--- src/rtl/oldland_bus_defs.sv ---
// Shared encodings for the oldland memory arbiter.
// Grant state values double as the owner code driven on the owner port.
package oldland_bus_defs;

   typedef enum logic [1:0] {
      ST_IDLE  = 2'b00,
      ST_GNT_I = 2'b01,
      ST_GNT_D = 2'b10
   } arb_state_t;

   localparam logic [1:0] OWNER_NONE = 2'b00;
   localparam logic [1:0] OWNER_I    = 2'b01;
   localparam logic [1:0] OWNER_D    = 2'b10;

   localparam logic LAST_I = 1'b0;
   localparam logic LAST_D = 1'b1;

endpackage

--- src/rtl/oldland_rr_pick2.sv ---
// Two-way round-robin chooser between the I$ and D$ requesters.
// On a tie the side that was not served last wins.
module oldland_rr_pick2
   import oldland_bus_defs::*;
(
   input  logic req_i,
   input  logic req_d,
   input  logic last,
   output logic pick_i,
   output logic pick_d
);

   assign pick_d = req_d && (!req_i || last == LAST_I);
   assign pick_i = req_i && !pick_d;

endmodule

--- src/rtl/oldland_mem_arbiter.sv ---
// Round-robin burst-hold arbiter sharing one bus between I$ and D$.
// Define OLDLAND_ARB_TIMEOUT_EN to force an error on a stalled grant.
module oldland_mem_arbiter
   import oldland_bus_defs::*;
#(
   parameter int max_burst      = 8,
   parameter int timeout_cycles = 1024
) (
   input  logic        clk,
   input  logic        rst,
   input  logic        i_access,
   input  logic [29:0] i_addr,
   output logic [31:0] i_data,
   output logic        i_ack,
   output logic        i_error,
   input  logic        d_access,
   input  logic [29:0] d_addr,
   input  logic [3:0]  d_bytesel,
   input  logic        d_wr_en,
   input  logic [31:0] d_wr_val,
   output logic [31:0] d_data,
   output logic        d_ack,
   output logic        d_error,
   output logic        m_access,
   output logic [29:0] m_addr,
   output logic [3:0]  m_bytesel,
   output logic        m_wr_en,
   output logic [31:0] m_wr_val,
   input  logic [31:0] m_data,
   input  logic        m_ack,
   input  logic        m_error,
   output logic [1:0]  owner
);

   localparam int BW = (max_burst > 1) ? $clog2(max_burst) : 1;
   localparam logic [BW-1:0] LAST_BEAT = BW'(max_burst - 1);

   arb_state_t    state;
   logic [BW-1:0] burst_cnt;
   logic          rr_last;
   logic          pick_i;
   logic          pick_d;
   logic          gnt_i;
   logic          gnt_d;
   logic          own_access;
   logic          timeout;
   logic          release_bus;

   oldland_rr_pick2 u_pick (
      .req_i  (i_access),
      .req_d  (d_access),
      .last   (rr_last),
      .pick_i (pick_i),
      .pick_d (pick_d)
   );

   assign gnt_i      = (state == ST_GNT_I);
   assign gnt_d      = (state == ST_GNT_D);
   assign own_access = (gnt_i && i_access) || (gnt_d && d_access);

`ifdef OLDLAND_ARB_TIMEOUT_EN
   localparam int TW = $clog2(timeout_cycles + 1);
   logic [TW-1:0] tmo_cnt;

   assign timeout = own_access && !m_ack && !m_error
                    && (tmo_cnt == TW'(timeout_cycles - 1));

   always_ff @(posedge clk) begin
      if (rst || state == ST_IDLE || m_ack)
         tmo_cnt <= '0;
      else if (own_access)
         tmo_cnt <= tmo_cnt + 1'b1;
   end
`else
   assign timeout = 1'b0;
`endif

   assign release_bus = (gnt_i || gnt_d)
                        && (!own_access || m_error || timeout
                            || (m_ack && burst_cnt == LAST_BEAT));

   // Bus fields pass straight through from the owner; nothing is registered.
   assign m_access  = own_access && !timeout;
   assign m_addr    = gnt_i ? i_addr : (gnt_d ? d_addr : '0);
   assign m_bytesel = gnt_i ? 4'b1111 : (gnt_d ? d_bytesel : 4'b0000);
   assign m_wr_en   = gnt_d && d_wr_en;
   assign m_wr_val  = gnt_d ? d_wr_val : '0;

   assign i_data  = m_data;
   assign d_data  = m_data;
   assign i_ack   = gnt_i && m_ack && !m_error;
   assign d_ack   = gnt_d && m_ack && !m_error;
   assign i_error = gnt_i && (m_error || timeout);
   assign d_error = gnt_d && (m_error || timeout);
   assign owner   = state;

   always_ff @(posedge clk) begin
      if (rst) begin
         state     <= ST_IDLE;
         burst_cnt <= '0;
         rr_last   <= LAST_I;
      end else begin
         unique case (state)
            ST_IDLE: begin
               burst_cnt <= '0;
               if (pick_d)
                  state <= ST_GNT_D;
               else if (pick_i)
                  state <= ST_GNT_I;
            end
            ST_GNT_I, ST_GNT_D: begin
               if (release_bus) begin
                  state     <= ST_IDLE;
                  rr_last   <= gnt_d ? LAST_D : LAST_I;
                  burst_cnt <= '0;
               end else if (m_ack) begin
                  burst_cnt <= burst_cnt + 1'b1;
               end
            end
            default: begin
               state     <= ST_IDLE;
               burst_cnt <= '0;
            end
         endcase
      end
   end

endmodule
--- config.mk ---
export PLATFORM = sky130hd
export DESIGN_NAME = oldland_mem_arbiter
export DESIGN_NICKNAME = d
export VERILOG_FILES = /design/src/rtl/oldland_bus_defs.sv /design/src/rtl/oldland_rr_pick2.sv /design/src/rtl/oldland_mem_arbiter.sv
export SDC_FILE = /design/constraint.sdc
export NUM_CORES = 1
export LEC_CHECK = 0
export ABC_AREA = 0
export BUFFER_PORTS_ARGS = -buffer_cell sky130_fd_sc_hd__buf_2
export CAP_MARGIN = 25
export CELL_PAD_IN_SITES_DETAIL_PLACEMENT = 2
export CELL_PAD_IN_SITES_GLOBAL_PLACEMENT = 2
export CORE_MARGIN = 5
export CORE_UTILIZATION = 10
export CTS_CLUSTER_SIZE = 16
export DETAILED_ROUTE_END_ITERATION = 10
export PLACE_DENSITY_LB_ADDON = 0.1
export SYNTH_ARGS = -nofsm -noshare
export SYNTH_HDL_FRONTEND = slang
export SYNTH_SLANG_ARGS = --single-unit
export TNS_END_PERCENT = 50
--- constraint.sdc ---
create_clock -name clk -period 1.5 [get_ports clk]
set_input_delay 0.15 -clock clk [delete_from_list [all_inputs] [get_ports clk]]
set_output_delay 0.15 -clock clk [all_outputs]
set_load 0.05 [all_outputs]
Word level (Yosys, flattened, before mapping)
Index checks and enable logic that the tools add are counted.
{"block": "word_totals", "ff_bits": 6, "inputBits": 135, "output_inout_bits": 138, "word_cells": 48}
{"block": "op_classes", "addsub": 1, "eq_ne": 5, "mux": 10, "n_bitwise": 2, "n_reduce_logical": 27}
{"operator": "30-bit 2-to-1 mux", "count": 2}
{"operator": "32-bit 2-to-1 mux", "count": 1}
{"operator": "1-bit logical AND", "count": 13}
{"operator": "4-bit 2-to-1 mux", "count": 2}
{"operator": "2-bit 2-to-1 mux", "count": 3}
{"operator": "1-bit logical OR", "count": 5}
{"operator": "1-bit logical NOT", "count": 4}
{"operator": "2-bit one-hot mux with 2 select lines", "count": 1}
{"operator": "2-bit AND reduction", "count": 2}
{"operator": "3-bit by 1-bit adder with 3-bit output (second input constant)", "count": 1}
{"operator": "3-bit equality test (second input constant)", "count": 1}
{"operator": "3-bit by 2-bit inequality test with 1-bit output (second input constant)", "count": 1}
{"operator": "3-bit OR reduction", "count": 1}
{"operator": "2-bit by 1-bit equality test with 1-bit output (second input constant)", "count": 1}
{"operator": "2-bit equality test (second input constant)", "count": 1}
{"operator": "2-bit logical NOT", "count": 1}
{"operator": "2-bit inequality test (second input constant)", "count": 1}
{"operator": "1-bit inverter", "count": 2}
{"operator": "2-bit OR reduction", "count": 1}
{"operator": "1-bit 2-to-1 mux", "count": 1}

Logic depth before layout (Yosys ltp)
Gate-level depths: netlist of the first run.
{"block": "logic_depth", "ltp_word": 9, "ltp_mapped": 6, "ltp_nobuf": 5}

By module
From an unflattened synthesis of the first run, not the netlist that was laid out.
{"block": "unflattened", "hier_cells": 186, "area_unflattened_um2": 1452.6}
{"module": "oldland_mem_arbiter", "n_inst": 1, "cells_each": 183, "area_each_um2": 1433.9, "seq_area_each_um2": 120.1}
{"module": "oldland_rr_pick2", "n_inst": 1, "cells_each": 3, "area_each_um2": 18.8, "seq_area_each_um2": 0.0}

Worst setup path after synthesis of the first run
No wires, ideal clock.
{"block": "synth_path", "path_type": "flip-flop to flip-flop", "start": "reg state[0], in the netlist owner[0]", "end": "reg state[0], in the netlist owner[0]", "setup_time_ps": 123, "arrival_time_ps": 1963, "t_required_ps": 1377, "path_slack_ps": -586, "stages_incl_launch_ff": 6, "n_path_buf": 0, "period_less_slack_ps": 2086, "path_cell_list": "dfxtp_1 inv_1 ha_1 a22o_4 a32oi_2 mux2_1"}
{"block": "synth_between", "elab_chain_cells": 9, "elab_cells_between_ends": 16, "classes_between": "eq/ne (4); mux (1); reduce/logical (11)"}
{"item": "start: declaration", "line": "oldland_mem_arbiter.sv:38", "text": "arb_state_t state;"}
{"item": "start signal: assignment", "line": "oldland_mem_arbiter.sv:99", "text": "state <= ST_IDLE;"}
{"item": "start signal: assignment", "line": "oldland_mem_arbiter.sv:107", "text": "state <= ST_GNT_D;"}
{"item": "start signal: assignment", "line": "oldland_mem_arbiter.sv:109", "text": "state <= ST_GNT_I;"}
{"item": "2-bit equality test", "line": "oldland_mem_arbiter.sv:58", "text": "assign gnt_d = (state == ST_GNT_D);"}
{"item": "via gnt_d", "line": "oldland_mem_arbiter.sv:44", "text": "logic gnt_d;"}
{"item": "1-bit logical AND", "line": "oldland_mem_arbiter.sv:59", "text": "assign own_access = (gnt_i && i_access) || (gnt_d && d_access);"}
{"item": "1-bit logical OR", "line": "oldland_mem_arbiter.sv:59"}
{"item": "via m_access", "line": "oldland_mem_arbiter.sv:24", "text": "output logic m_access,"}
{"item": "1-bit logical NOT", "line": "oldland_mem_arbiter.sv:79", "text": "&& (!own_access || m_error || timeout"}
{"item": "1-bit logical OR", "line": "oldland_mem_arbiter.sv:79"}
{"item": "1-bit logical OR", "line": "oldland_mem_arbiter.sv:80", "text": "|| (m_ack && burst_cnt == LAST_BEAT));"}
{"item": "1-bit logical AND", "line": "oldland_mem_arbiter.sv:79"}
{"item": "2-bit inequality test (no line)"}
{"item": "2-bit AND reduction (no line)"}
The timed path passes the listed nets, and every way through them passes these cells.
A chain may end at the register's enable or synchronous reset.

Final worst setup path of the first run
{"block": "layout_path", "start": "reg state[0], in the netlist owner[0]", "end": "out m_addr[4]"}
{"block": "layout_between", "elab_chain_cells": 3, "elab_cells_between_ends": 4, "classes_between": "eq/ne (2); mux (2)"}
{"item": "2-bit equality test", "line": "oldland_mem_arbiter.sv:58"}
{"item": "via gnt_d", "line": "oldland_mem_arbiter.sv:44"}
{"item": "30-bit 2-to-1 mux (2 in series)", "line": "oldland_mem_arbiter.sv:84", "text": "assign m_addr = gnt_i ? i_addr : (gnt_d ? d_addr : '0);"}
{"item": "end: declaration", "line": "oldland_mem_arbiter.sv:25", "text": "output logic [29:0] m_addr,"}
The timed path passes the listed nets, and every way through them passes these cells.

==> summary.txt, run 1 <==
Pwr
  • Static Leak: 1.54 nW
  • PwrDens: a little under 800 nW/µm²
  • Final Power: between 2 and 2.5 mW
  • Worst VDD drop: 0.257 mV

STA
  • Max transition margin: 0.826
  • Final Cycle Share: 1.15
  • Hold Slack: 0.162 ns
  • Fin Setup TNS: -7.11 ns
  • Setup WS post-layout: -0.219 ns
  • RSZ-0062 raised after global routing: yes
  • Minimum clock period: 1.72 ns
  • Setup Skew: around 0.0078 ns
  • Final hold vios: 0
  • Final Max Tran Viols: 0
  • F_max: 582 MHz
  • Worst-Margin Slew: 0.263 ns
  • Final setup viols: 67

CTS
  • TritonCTS clock tree: done
  • Hold_buf cts: 0
  • CTS Sinks: 6
  • H-tree depth: 1
  • Root Driver: clkbuf_16
  • Worst skew pair latency: about 0.24 ns
  • Clock Path Buffers: 2
  • Clk slew on worst S/H paths: 0.04 ns
  • Clock buffer count from CTS: 3

Synthesis
  • Post-synth ARST share: 0
  • Yosys warnings: 0
  • Post-synth EDFFs: 0
  • Top cells by count, synth: 64 x buf_4, 35 x and2_1, 30 x a22o_1
  • Yosys top cell by area: buf_4
  • Ys flop type: dfxtp_1
  • Synth Instances: roughly 190
  • Cell variety after synth: 26
  • Post-Syn Area: approximately 1500 µm²
  • Post-synthesis register bit count: 6
  • Syn_area_per_cell: 7.77 µm²
  • Seq/Total Area, Yosys: 0.0827
  • Top cells by area, synth: buf_4 33%, a22o_1 18%, and2_1 15%
  • Area share of the largest cell type after synthesis: 0.331
  • Mapped Nets: 327
  • Most common cell in the netlist: buf_4

Placed design
  • RePlAce Congestion: 0.633
  • Place WS: -0.0528 ns
  • DP Wirelength: around 6.1 mm
  • Area post-placement: 2350 µm²
  • # port buffers: 176
  • Placed Cells: 486

Critical path
  • Worst Setup Start Kind: register
  • Critical Setup Path Class: register to output pin
  • CP Capture Type: output pin
  • CP required: 1.35 ns
  • Crit Path Max Fanout: 8
  • CP arrival: 1.57 ns

Layout
  • Share of layout cells above drive strength 1: 0.833
  • Fin nets: approximately 450
  • Final Non-Filler Cells: between 400 and 500
  • Sequential Area: 128 µm²
  • Final core occ: 0.206
  • Final instance area: 2960 µm²
  • Area Overhead vs Synth: 104%
  • Fillers: 1680
  • Area of the multi-input gates: 1010 µm²

Routing
  • TritonRoute pass-1 iters: 3
  • Final wirelength: 7.20 mm
  • Via count: 1774
  • WL/cell: 14.5 µm
  • Routed Antenna Nets: 0
  • Drt first-iter violations: 33
  • Via-to-Cell Ratio: 3.58
  • # DRC: 0

Floorplan
  • # rows: 44
  • Core area: 14400 µm²
  • Die height: between 100 and 150 µm
  • DIE WIDTH: 131 µm
  • Die area: 17000 µm²
  • # IOs: 273
  • Initial Util: 0.101

GRT
  • GRT Overall Usage: 0.0685
  • Largest net degree at the start of global routing: 31
  • Initial antenna violation count: 0
  • Vias in the first global route: 1931
  • First-pass GRT wire length: 9.47 mm
  • Total grt overflow: 0

Status
  • Outcome: finished, violations left
  • Failing checks: negative setup slack

Flow run
  • Max_cap viols: 0

Worst hold path
  • Hold Path Class: primary input to register
## cells by family after synthesis
logic type | share of synthesized area
buf+inv | 0.375
xor+xnor | 0.00603
fa+ha+maj | 0.0431
flops | 0.0827
compound gates | 0.244
simple gates | 0.221
mux | 0.0284
## state kept, by name, summed over array words and instances (netlist names)
register	flops
rr_last	1
burst_cnt	3
owner	2
## cell type report
class                           count  area share
Timing Repair Buffer              196       0.505
Multi-Input combinational cell    102       0.341
Tap cell                          184      0.0777
Sequential cell                     6      0.0431
Clock buffer                        4      0.0266
Inverter                            3     0.00549
Antenna cell                        1    0.000845
## placed cells by master, fill, tap and decap left out, types with 3 or more instances in the layout
cell type / count
a22o_4: 15
a22o_2: 16
clkbuf_4: 7
clkbuf_16: 4
buf_4: 25
buf_12: 4
mux2i_1: 3
buf_2: 107
a21o_1: 4
dfxtp_1: 4
and2_1: 16
nor2_1: 5
buf_6: 44
ha_1: 3
nand4b_1: 3
and2_4: 18
buf_8: 8
## layer usage
layer | vias up | GRT usage | wire [µm]
li1 | 830 | - | -
met1 | 815 | 0.0697 | 2310
met2 | 113 | 0.128 | 3790
met3 | 16 | 0.0280 | 997
met4 | 0 | 0.0206 | 101
met5 | - | 0 | 0
## repair_timing
action                     4_1_cts  5_1_grt
setup endpoints to repair       67       77
pin swaps                        1        4
gates cloned                     0        2
setup buffers                    0        4
gates resized for setup         91       62
## final timing paths
kind / endpoint / cells past startpoint / from / slack [ns]
hold reg to reg: burst_cnt[2] / 2 / burst_cnt[2] / 0.51
hold / removal: rr_last / 2 / rst / 0.16
setup / recovery: m_addr[4] / 6 / owner[0] / -0.22
setup reg to reg: owner[0] / 6 / owner[1] / -0.13
## critical path, stage by stage, from the launching register on
cell,delay [ns]
dfxtp_4,0.36
inv_4,0.06
ha_4,0.15
nor2b_4,0.25
clkbuf_16,0.21
a22o_2,0.14
buf_6,0.15
## report_power, final
part           total, mW  switching, mW  internal [mW]
clock              0.461          0.107          0.354
combinational       1.67          0.972          0.701
sequential         0.181         0.0119          0.169
total               2.31           1.09           1.22
Power figures use the tool's default switching activity.
==> run 2, diff against run 1 <==
--- a/config.mk
+++ b/config.mk
@@ -7,7 +7,6 @@
 export LEC_CHECK = 0
 export ABC_AREA = 0
 export BUFFER_PORTS_ARGS = -buffer_cell sky130_fd_sc_hd__buf_2
-export CAP_MARGIN = 25
 export CELL_PAD_IN_SITES_DETAIL_PLACEMENT = 2
 export CELL_PAD_IN_SITES_GLOBAL_PLACEMENT = 2
 export CORE_MARGIN = 5
@@ -15,6 +14,7 @@
 export CTS_CLUSTER_SIZE = 16
 export DETAILED_ROUTE_END_ITERATION = 10
 export PLACE_DENSITY_LB_ADDON = 0.1
+export REMOVE_ABC_BUFFERS = 1
 export SYNTH_ARGS = -nofsm -noshare
 export SYNTH_HDL_FRONTEND = slang
 export SYNTH_SLANG_ARGS = --single-unit
==> run 2 against run 1 <==
Effect of this change:
- the flow still finishes with violations (negative setup slack)
- final cell count is 0.60% higher
- global-route usage is 4.3 points higher
- clock power is 4.6% lower
- first-iteration DRC count is 39% higher
- worst setup slack better by 0.014 ns
- sequential power hardly changed
- die area stayed put
- non-clock buffer count is 5 higher
- register-to-register slack worse by 0.05 ns
- critical path depth is 1 higher
- hold slack better by 0.012 ns
- critical path type unchanged
- largest power group unchanged
==> summary.txt, run 2 (synthesis results as in run 1) <==
STA
  • F_max: 587 MHz
  • Final Cycle Share: 1.14
  • Fin Setup TNS: -6.79 ns
  • Final Max Tran Viols: 0
  • Max transition margin: 0.821
  • Setup WS post-layout: -0.205 ns
  • Final setup viols: 43
  • Setup Skew: 0.00132 ns
  • Minimum clock period: around 1.7 ns
  • RSZ-0062 raised after global routing: yes
  • Final hold vios: 0
  • Hold Slack: 0.174 ns
  • Worst-Margin Slew: 0.271 ns

Critical path
  • CP Capture Type: output pin
  • CP arrival: 1.55 ns
  • Worst Setup Start Kind: register
  • CP required: 1.35 ns
  • Crit Path Max Fanout: 8
  • Critical Setup Path Class: register to output pin

Floorplan
  • Die area: 17000 µm²
  • Die height: 131 µm
  • Core area: around 14000 µm²
  • # rows: between 40 and 50
  • Initial Util: 0.101
  • DIE WIDTH: 131 µm
  • # IOs: around 270

Placed design
  • Placed Cells: 483
  • # port buffers: 176
  • Place WS: -0.198 ns
  • DP Wirelength: between 8 and 9 mm
  • RePlAce Congestion: 0.667

Layout
  • Largest reg by FF count: burst_cnt
  • Max reg flops: 3
  • Area of the multi-input gates: 848 µm²
  • Area Overhead vs Synth: 97.2%
  • Final Non-Filler Cells: 499
  • Final core occ: 0.199
  • Fillers: 1673
  • Share of layout cells above drive strength 1: 0.689
  • Fin nets: 457
  • ANT cells: 0
  • Sequential Area: about 130 µm²
  • Commonest non-fill, non-tap cell in the layout: buf_2
  • Most frequent cells in the layout: 104 x buf_2, 44 x buf_4, 41 x buf_6

Pwr
  • Sw power: around 1.1 mW
  • Worst VDD drop: 0.422 mV
  • Sequential share of power: 0.077
  • Static Leak: 1.48 nW
  • Clock group share of total power: 0.191
  • Switching share of total power: 0.476
  • PwrDens: slightly above 800 nW/µm²
  • Combinational share of power: 0.732
  • Pint: ~1.2 mW

CTS
  • H-tree depth: 1
  • Clock Path Buffers: 2
  • Root Driver: clkbuf_16
  • CTS Sinks: 6
  • Worst skew pair latency: 0.23 ns
  • Clock buffer count from CTS: 3
  • TritonCTS clock tree: done
  • Clk slew on worst S/H paths: 0.04 ns

Routing
  • Via-to-Cell Ratio: 3.83
  • Final wirelength: 11.0 mm
  • Via count: 1912
  • WL/cell: 22.0 µm
  • # DRC: 0
  • TritonRoute pass-1 iters: 4
  • Routed Antenna Nets: 0
  • Drt first-iter violations: 46

Status
  • Failing checks: negative setup slack
  • Outcome: finished, violations left

GRT
  • Vias in the first global route: about 2000
  • Total grt overflow: 0
  • GRT Overall Usage: 0.112
  • Initial antenna violation count: 0
  • Largest net degree at the start of global routing: 26
  • First-pass GRT wire length: 13.9 mm

Worst hold path
  • Hold Path Class: primary input to register

Flow run
  • Max_cap viols: 0
run 2: timing repair:
| item | in CTS | in global routing |
|---|---|---|
| endpoints found under the hold margin | 0 | 0 |
| setup buffers | 5 | 2 |
| resized for setup | 131 | 12 |
| setup endpoints to repair | 75 | 77 |
| pin swaps | 10 | 13 |
| gates cloned | 3 | 3 |
| hold buffers | 0 | 0 |
run 2: cell type report:
type	instances	share of cell area
Clock buffer	3	0.0262
Inverter	3	0.00480
Multi-Input combinational cell	102	0.296
Sequential cell	6	0.0437
Tap cell	184	0.0803
Timing Repair Buffer	201	0.549
run 2: final timing paths:
path,startpoint,end,slack (ns),cells after the start
worst max register to register,owner[0],owner[0],-0.18,6
worst max-delay path,owner[0],m_addr[9],-0.20,7
worst min-delay path,rst,rr_last,0.17,2
worst min register to register,burst_cnt[1],burst_cnt[1],0.51,2
run 2: layer usage:
| layer | wire (µm) | part of all wire | global-route usage | vias up |
|---|---|---|---|---|
| met5 | 57 | 0.0052 | 0.0353 | - |
| met2 | 4300 | 0.39 | 0.153 | 196 |
| met1 | 4210 | 0.38 | 0.131 | 873 |
| li1 | - | - | - | 839 |
| met4 | 2 | 0.00018 | 0.00726 | 2 |
| met3 | 2390 | 0.22 | 0.105 | 2 |
run 2: critical path, cell delays in order (launching register included):
cell     delay, ns
dfxtp_2       0.32
buf_6         0.12
ha_4          0.17
nor2b_4       0.13
buf_6         0.14
buf_12        0.13
a22o_1        0.15
buf_6         0.16
run 2: metrics by stage:
stage                     instance area (µm²)  power, mW
after floorplan                           920       1.04
after global placement                   2140       1.49
after detailed placement                 2140       1.49
after CTS                                2730       2.27
after global routing                     2870       2.42
final                                    2870       2.31
run 2: power by group through the flow:
stage          Clock, mW  Combinational (mW)  Sequential [mW]
3_5_place_dp           0                1.31            0.177
2_1_floorplan          0               0.840            0.195
5_1_grt            0.464                1.78            0.180
3_3_place_gp           0                1.31            0.177
6_report           0.440                1.69            0.179
4_1_cts            0.454                1.64            0.178
